--- src/rtl/sum_accumulator_pkg.sv ---
// Shared constants for the sum_accumulator stage: state encoding and default widths.
// Optional feature macro used by the stage: ACC_SATURATE_EN.
package sum_accumulator_pkg;

    localparam int DEF_WIDTH   = 32;
    localparam int DEF_COUNT_W = 8;

    localparam logic [1:0] ST_IDLE  = 2'd0;
    localparam logic [1:0] ST_ACCUM = 2'd1;
    localparam logic [1:0] ST_DONE  = 2'd2;

endpackage

--- src/rtl/sum_accumulator_acc_adder.sv ---
// Combinational WIDTH-bit adder with carry-in and carry-out for the accumulate path.
module acc_adder #(
    parameter int WIDTH = 32
) (
    input  logic [WIDTH-1:0] a_i,
    input  logic [WIDTH-1:0] b_i,
    input  logic             cin_i,
    output logic [WIDTH-1:0] sum_o,
    output logic             cout_o
);

    assign {cout_o, sum_o} = {1'b0, a_i} + {1'b0, b_i} + {{WIDTH{1'b0}}, cin_i};

endmodule

--- src/rtl/sum_accumulator.sv ---
// Frame accumulator downstream of the ripple adder: sums N terms with a sticky overflow flag.
// Build option: define ACC_SATURATE_EN to clamp the total to all-ones on accumulator carry-out.
//
// state    | meaning
// ---------+-------------------------------------------------------------
// ST_IDLE  | waiting for start; last frame result still visible
// ST_ACCUM | accepting terms (in_ready=1) until remaining reaches zero
// ST_DONE  | result presented (out_valid=1) until out_ready
module sum_accumulator
    import sum_accumulator_pkg::*;
#(
    parameter int WIDTH   = DEF_WIDTH,
    parameter int COUNT_W = DEF_COUNT_W
) (
    input  logic               clk,
    input  logic               reset,
    input  logic               start,
    input  logic [COUNT_W-1:0] len,
    input  logic               in_valid,
    output logic               in_ready,
    input  logic [WIDTH-1:0]   in_sum,
    input  logic               in_carry,
    output logic               out_valid,
    input  logic               out_ready,
    output logic [WIDTH-1:0]   acc,
    output logic               overflow,
    output logic [COUNT_W-1:0] count,
    output logic               busy
);

    logic [1:0]         state_q, state_d;
    logic [WIDTH-1:0]   acc_q, acc_d;
    logic               ovf_q, ovf_d;
    logic [COUNT_W-1:0] count_q, count_d;
    logic [COUNT_W-1:0] rem_q, rem_d;

    logic [WIDTH-1:0]   add_sum;
    logic               add_cout;

    acc_adder #(.WIDTH(WIDTH)) u_acc_adder (
        .a_i    (acc_q),
        .b_i    (in_sum),
        .cin_i  (1'b0),
        .sum_o  (add_sum),
        .cout_o (add_cout)
    );

    always_comb begin
        state_d = state_q;
        acc_d   = acc_q;
        ovf_d   = ovf_q;
        count_d = count_q;
        rem_d   = rem_q;
        case (state_q)
            ST_IDLE: begin
                if (start) begin
                    acc_d   = '0;
                    ovf_d   = 1'b0;
                    count_d = '0;
                    rem_d   = len;
                    state_d = (len != '0) ? ST_ACCUM : ST_DONE;
                end
            end
            ST_ACCUM: begin
                if (in_valid) begin
`ifdef ACC_SATURATE_EN
                    // Once all-ones, any further nonzero term carries out again, so the clamp holds.
                    acc_d = add_cout ? {WIDTH{1'b1}} : add_sum;
`else
                    acc_d = add_sum;
`endif
                    ovf_d   = ovf_q | in_carry | add_cout;
                    count_d = count_q + COUNT_W'(1);
                    rem_d   = rem_q - COUNT_W'(1);
                    if (rem_q == COUNT_W'(1)) begin
                        state_d = ST_DONE;
                    end
                end
            end
            ST_DONE: begin
                if (out_ready) begin
                    state_d = ST_IDLE;
                end
            end
            default: state_d = ST_IDLE;
        endcase
    end

    always_ff @(posedge clk) begin
        if (reset) begin
            state_q <= ST_IDLE;
            acc_q   <= '0;
            ovf_q   <= 1'b0;
            count_q <= '0;
            rem_q   <= '0;
        end else begin
            state_q <= state_d;
            acc_q   <= acc_d;
            ovf_q   <= ovf_d;
            count_q <= count_d;
            rem_q   <= rem_d;
        end
    end

    assign in_ready  = (state_q == ST_ACCUM);
    assign out_valid = (state_q == ST_DONE);
    assign busy      = (state_q != ST_IDLE);
    assign acc       = acc_q;
    assign overflow  = ovf_q;
    assign count     = count_q;

endmodule

--- config.mk ---
export PLATFORM = sky130hd
export DESIGN_NAME = sum_accumulator
export DESIGN_NICKNAME = d
export VERILOG_FILES = /design/src/rtl/sum_accumulator_pkg.sv /design/src/rtl/sum_accumulator_acc_adder.sv /design/src/rtl/sum_accumulator.sv
export SDC_FILE = /design/constraint.sdc
export NUM_CORES = 1
export LEC_CHECK = 0
export BUFFER_PORTS_ARGS = -buffer_cell sky130_fd_sc_hd__buf_2
export CORE_ASPECT_RATIO = 0.5
export CORE_MARGIN = 2
export CORE_UTILIZATION = 55
export DETAILED_ROUTE_END_ITERATION = 12
export HOLD_SLACK_MARGIN = 0.05
export PLACE_DENSITY = 0.89
export SLEW_MARGIN = 20
export SYNTH_ARGS = -nofsm -noshare
export SYNTH_HDL_FRONTEND = slang
export SYNTH_SLANG_ARGS = --single-unit
export TNS_END_PERCENT = 1
--- constraint.sdc ---
create_clock -name clk -period 3.6 [get_ports clk]
set_input_delay 0.72 -clock clk [delete_from_list [all_inputs] [get_ports clk]]
set_output_delay 0.72 -clock clk [all_outputs]
set_load 0.1 [all_outputs]
=== Word level (Yosys, flattened, before mapping) ===
Index checks and enable logic that the tools add are counted.

* Logic and storage cells: 41
* Output and inout port bits: 44
* Register bits: 51

* Reduce and logical (&&, ||, !) cells: 6
* Mux-type cells: 18
* Add/sub/neg operators: 3
* Bitwise operators: 2
* Equal/unequal tests: 7

{| class="wikitable"
|+ Operator list
! operator !! number
|-
| 2-to-1 mux 32 bit || 2
|-
| one-hot mux 32 bit (2 select lines) || 1
|-
| adder 32 x 32 -> 33 bit || 1
|-
| 2-to-1 mux 8 bit || 4
|-
| one-hot mux 8 bit (2 select lines) || 2
|-
| 2-to-1 mux 2 bit || 5
|-
| adder 8 x 1 -> 8 bit, second input constant || 1
|-
| == test 8 x 1 -> 1 bit, second input constant || 1
|-
| nonzero test 8 bit || 1
|-
| subtractor 8 x 1 -> 8 bit, second input constant || 1
|-
| one-hot mux 2 bit (3 select lines) || 1
|-
| inequality test 2 x 1 -> 1 bit, second input constant || 2
|-
| inequality test 2 bit, second input constant || 2
|-
| AND reduction 4 bit || 1
|-
| nonzero test 2 bit || 2
|-
| AND reduction 3 bit || 1
|-
| == test 2 x 1 -> 1 bit, second input constant || 1
|-
| == test 2 bit, second input constant || 1
|-
| logical NOT 2 bit || 1
|-
| 2-to-1 mux 1 bit || 2
|-
| OR 1 bit || 2
|-
| one-hot mux 1 bit (2 select lines) || 1
|}

=== Logic depth before layout (Yosys ltp) ===
* Word-level depth: 4
* Depth in mapped cells: 11
* Depth with buffers taken out: 10

=== By module ===
Synthesis repeated with hierarchy kept, for this count alone.

* Cells, all modules: 495
* Area total of the unflattened synthesis: 3,957.5 µm²

{| class="wikitable"
|+ Modules (own cells, without submodules)
! module !! area each (µm²) !! times used !! cells each
|-
| sum_accumulator || 2,127.0 || 1 || 237
|-
| acc_adder || 1,830.5 || 1 || 258
|}

=== Worst setup path before layout ===
Ideal clock, no wire load.

* Path kind: register to register
* Start point: register acc_q[0], in the netlist acc[0]
* End point: register acc_q[28], in the netlist acc[28]
* Path buffers: 0
* Required time: 3.481 ns
* Path slack: 0.254 ns
* Setup time: 0.119 ns
* Cell stages (with the launch flop): 11
* Clock period less this slack: 3.346 ns
* Arrival: 3.228 ns
* Path through: dfxtp_1 -> ha_1 -> inv_1 -> fa_1 -> nand2b_1 -> a21o_1 -> a2111o_1 -> and2_4 -> a2111oi_4 -> o21ai_1 -> a32o_1

* Longest elaborated chain between the ends: 3

{| class="wikitable"
|+ RTL lines
! item !! line !! RTL
|-
| from (decl) || sum_accumulator.sv:32 || <nowiki>logic [WIDTH-1:0] acc_q, acc_d;</nowiki>
|-
| from (signal assigned) || sum_accumulator.sv:92 || <nowiki>acc_q <= '0;</nowiki>
|-
| from (signal assigned) || sum_accumulator.sv:98 || <nowiki>acc_q <= acc_d;</nowiki>
|-
| adder 32 x 32 -> 33 bit || sum_accumulator_acc_adder.sv:12 || <nowiki>assign {cout_o, sum_o} = {1'b0, a_i} + {1'b0, b_i} + {{WIDTH{1'b0}}, cin_i};</nowiki>
|-
| 2-to-1 mux 32 bit || sum_accumulator.sv:65 || <nowiki>if (in_valid) begin</nowiki>
|-
| one-hot mux 32 bit (2 select lines) || sum_accumulator.sv:54 || <nowiki>case (state_q)</nowiki>
|}

No other way between the ends. The select of a mux whose other input is x is not followed.
A chain may end at the register's enable or synchronous reset.

=== Worst setup path in the final report ===
* Start point: input port in_sum[7]
* End point: register acc_q[28], in the netlist acc[28]

* Longest elaborated chain between the ends: 3

{| class="wikitable"
|+ RTL lines
! item !! line !! RTL
|-
| from (decl) || sum_accumulator.sv:21 || <nowiki>input logic [WIDTH-1:0] in_sum,</nowiki>
|-
| adder 32 x 32 -> 33 bit || sum_accumulator_acc_adder.sv:12 ||
|-
| 2-to-1 mux 32 bit || sum_accumulator.sv:65 ||
|-
| one-hot mux 32 bit (2 select lines) || sum_accumulator.sv:54 ||
|}

No other way between the ends. The select of a mux whose other input is x is not followed.

==> results.md <==
- Status: finished clean
- Final Util: 67.5%
- Pleak: 2.08 nW
- Synth-to-layout area growth: 17.7%
- CP top delay family: compound AO/OA/AOI/OAI gates
- Hold slack: 0.476 ns
- Critical path class: input pin to flop
- Top post-synthesis cells by area: dfxtp_1 (26%), ha_1 (11%), a21oi_1 (6.5%)
- Post-synthesis simple-gate area fraction: 22.4%
- Multiplexer share of the synthesized area: 1.04%
- Num Clock Sinks: approximately 50
- Worst min path class: flop to flop
- Most frequent cell after synthesis: nor2_1
- N_diodes: 0
- Port Buffers: 89
- Ys flop type: dfxtp_1
- Fin. max-slew vios: 0
- Critical path fanouts, max: 5
- Final Hold Violating Endpoints: 0
- Fmax achieved: 0.336 GHz
- Crit path time final: roughly 3.0 ns
- Tcrit/Tclk final: 82.7%
- WL/cell: roughly 15 um
- RSZ-0062 raised after global routing: false
- Cts bufs inserted: 5
- Core Rows: 21
- Core area: approximately 6700 um2
- Post-Synth Adder-Cell Area: 11.9%
- Synth Area in Compound Gates: 28.7%
- Slowest-stage cell, CP: or4b_4
- Post-CTS Setup Repair Bufs: 0
- Fill count: 574
- Pwr per Cell Area: 426 nW/um2
- CP Capture Type: flop
- CTS tree: built
- H-Tree Depth: 2
- Post-synth EDFFs: 0
- Register area share after synthesis: 26.5%
- Post-Route WL: 9870 um
- Critical Path AT: 3.17 ns
- Num ports: 90
- VDD IR max: around 0.22 mV
- Crit-path cells: buf_2 > ha_1 > o21ai_0 > or4b_4 > a2111o_1 > and2_4 > a2111oi_4 > o21ai_1 > a32o_1
- Largest net degree at the start of global routing: 33
- Clock latency at the later pin of the worst-skew pair: 0.30 ns
- Post-Synth XOR/XNOR Area: 5.68%
- Yosys Warn Count: 0
- Die Footprint: roughly 7700 um2
- Flop and latch count out of synthesis: around 50
- Die height: 63.2 um
- # resized after CTS: 0
- Routed vias/inst: 5.92
- Vias: 4017
- Vias in the first global route: about 3700
- Layout Nets: between 600 and 700
- CTS Hold Bufs: 0
- Final setup violation count: 0
- Syn nets: 586
- Slew Limit Headroom: around 54%
- Worst slew pin tran: 0.692 ns
- Post-synth cell types: 62
- Synth Instances: between 500 and 600
- Initial DRT Pass Iterations: 5
- Root buffer cell: clkbuf_16
- Longest Clk Path Bufs: 2
- Total Power: roughly 1.9 mW
- Initial DRC count: 301
- Initial Utilization: 57.3%
- Antenna viol nets, final: 0
- Setup TNS: 0 ns
- Layout cells sized above 1: between 15 and 20%
- Die width: 122 um
- Area leader, netlist: dfxtp_1
- Worst EP required: 3.79 ns
- Clk_skew: 0.00672 ns
- Post-DP HPWL: about 7400 um
- CTS clk-pin slew, worst paths: 0.07 ns
- Remaining Overflow, GRT: 0
- Global Route Usage Sum: 26.0%
- Synth top area share: around a quarter
- Max-Cap Viols: 0
- Crit path buf inv count: 1
- Drt drc: 0
- Ys async rst share: 0%
- Antenna violations before repair: 0
- Mapped Area: 3860 um2
- Max incr delay on CP: 0.55 ns
- Startpoint Class: input pin
- First-pass GRT wire length: 16500 um
- Synthesized area per cell: 7.65 um2
- Synth top cells by count: nor2_1 (60), dfxtp_1 (51), a21oi_1 (50)
- GPL Wtd Cong: 0.943
- Main combinational cell family by area after synthesis: compound AO/OA/AOI/OAI gates
worst min-delay path, delay by kind of cell, from the launching register on:
kind | cells | cell delay (ns)
AND/OR/NAND/NOR | 2 | 0.10
flip-flops | 1 | 0.32
path summary, 6_finish.rpt:
| path | start | endpoint | slack [ns] | cells past startpoint |
|---|---|---|---|---|
| setup / recovery | in_sum[7] | acc[28] | 0.62 | 9 |
| hold / removal | acc[17] | acc[17] | 0.48 | 2 |
| setup reg to reg | acc[0] | acc[28] | 0.81 | 10 |
| hold reg to reg | acc[17] | acc[17] | 0.48 | 2 |
power breakdown:
part	internal, mW	total (mW)	leakage [nW]	switching [mW]
registers	0.610	0.653	0.414	0.0435
clock network	0.265	0.502	0.0748	0.237
logic	0.224	0.779	1.59	0.555
total	1.10	1.93	2.08	0.835
routing by layer:
layer	global-route usage, %	vias to the layer above	routed length (um)
li1	-	2015	-
met1	35.9	1848	4840
met2	41.7	140	4280
met3	4.35	14	648
met4	7.18	0	104
met5	0	-	0
layout make-up:
cell class | instances | area, um2 | share of cell area (%)
repair buffers | 96 | 498 | 11.0
inverters | 17 | 63.8 | 1.41
multi-input cells | 414 | 2690 | 59.3
well taps | 92 | 115 | 2.54
clock inverters | 3 | 26.3 | 0.579
clock buffers | 5 | 125 | 2.76
flip-flops and latches | 51 | 1020 | 22.5
stage by stage:
step	setup WS (ns)	instance area [um2]	std cells
floorplan	0.254	3860	504
detailed placement	0.309	4390	670
CTS	0.616	4540	678
global placement	0.373	4390	670
global route	0.470	4540	678
finish	0.622	4540	678
sequential cells by signal, indices dropped and copies added, names as in the netlist:
| signal | flops |
|---|---|
| acc | 32 |
| state_q | 2 |
| rem_q | 8 |
| count | 8 |
| overflow | 1 |
layout by cell type, fill, tap and decap left out, types with 3 or more instances in the layout:
cell type  Yosys  final
nand2b_1       7      7
o21ai_0       32     32
o211ai_1       5      5
nand3_1       15     15
buf_2          0     89
dfxtp_1       51     51
buf_4          0      7
a22oi_1       14     14
nor3_1        17     17
nor2b_1        5      5
ha_1          35     35
a31oi_1        3      3
nor3b_1        3      3
and2_1         4      4
nor4_1         3      3
a211oi_1       8      8
or3_1          4      4
inv_1         17     17
nor2_1        60     60
clkbuf_16      0      5
or4_1          3      3
xor2_1        13     13
nand4_1        6      6
a21oi_1       50     50
o21a_1         3      3
nand2_1       48     48
o2111ai_1      3      3
a21o_1        12     12
xnor2_1       12     12
mux2i_1        4      4
kinds of logic after synthesis:
kind of cell	after synthesis
AO/OA/AOI/OAI	165
XOR/XNOR	25
adder cells (fa/ha/maj)	36
buffers and inverters	39
flip-flops	51
multiplexers	4
AND/OR/NAND/NOR	184
Note: power is estimated with default switching activity, not from simulation.
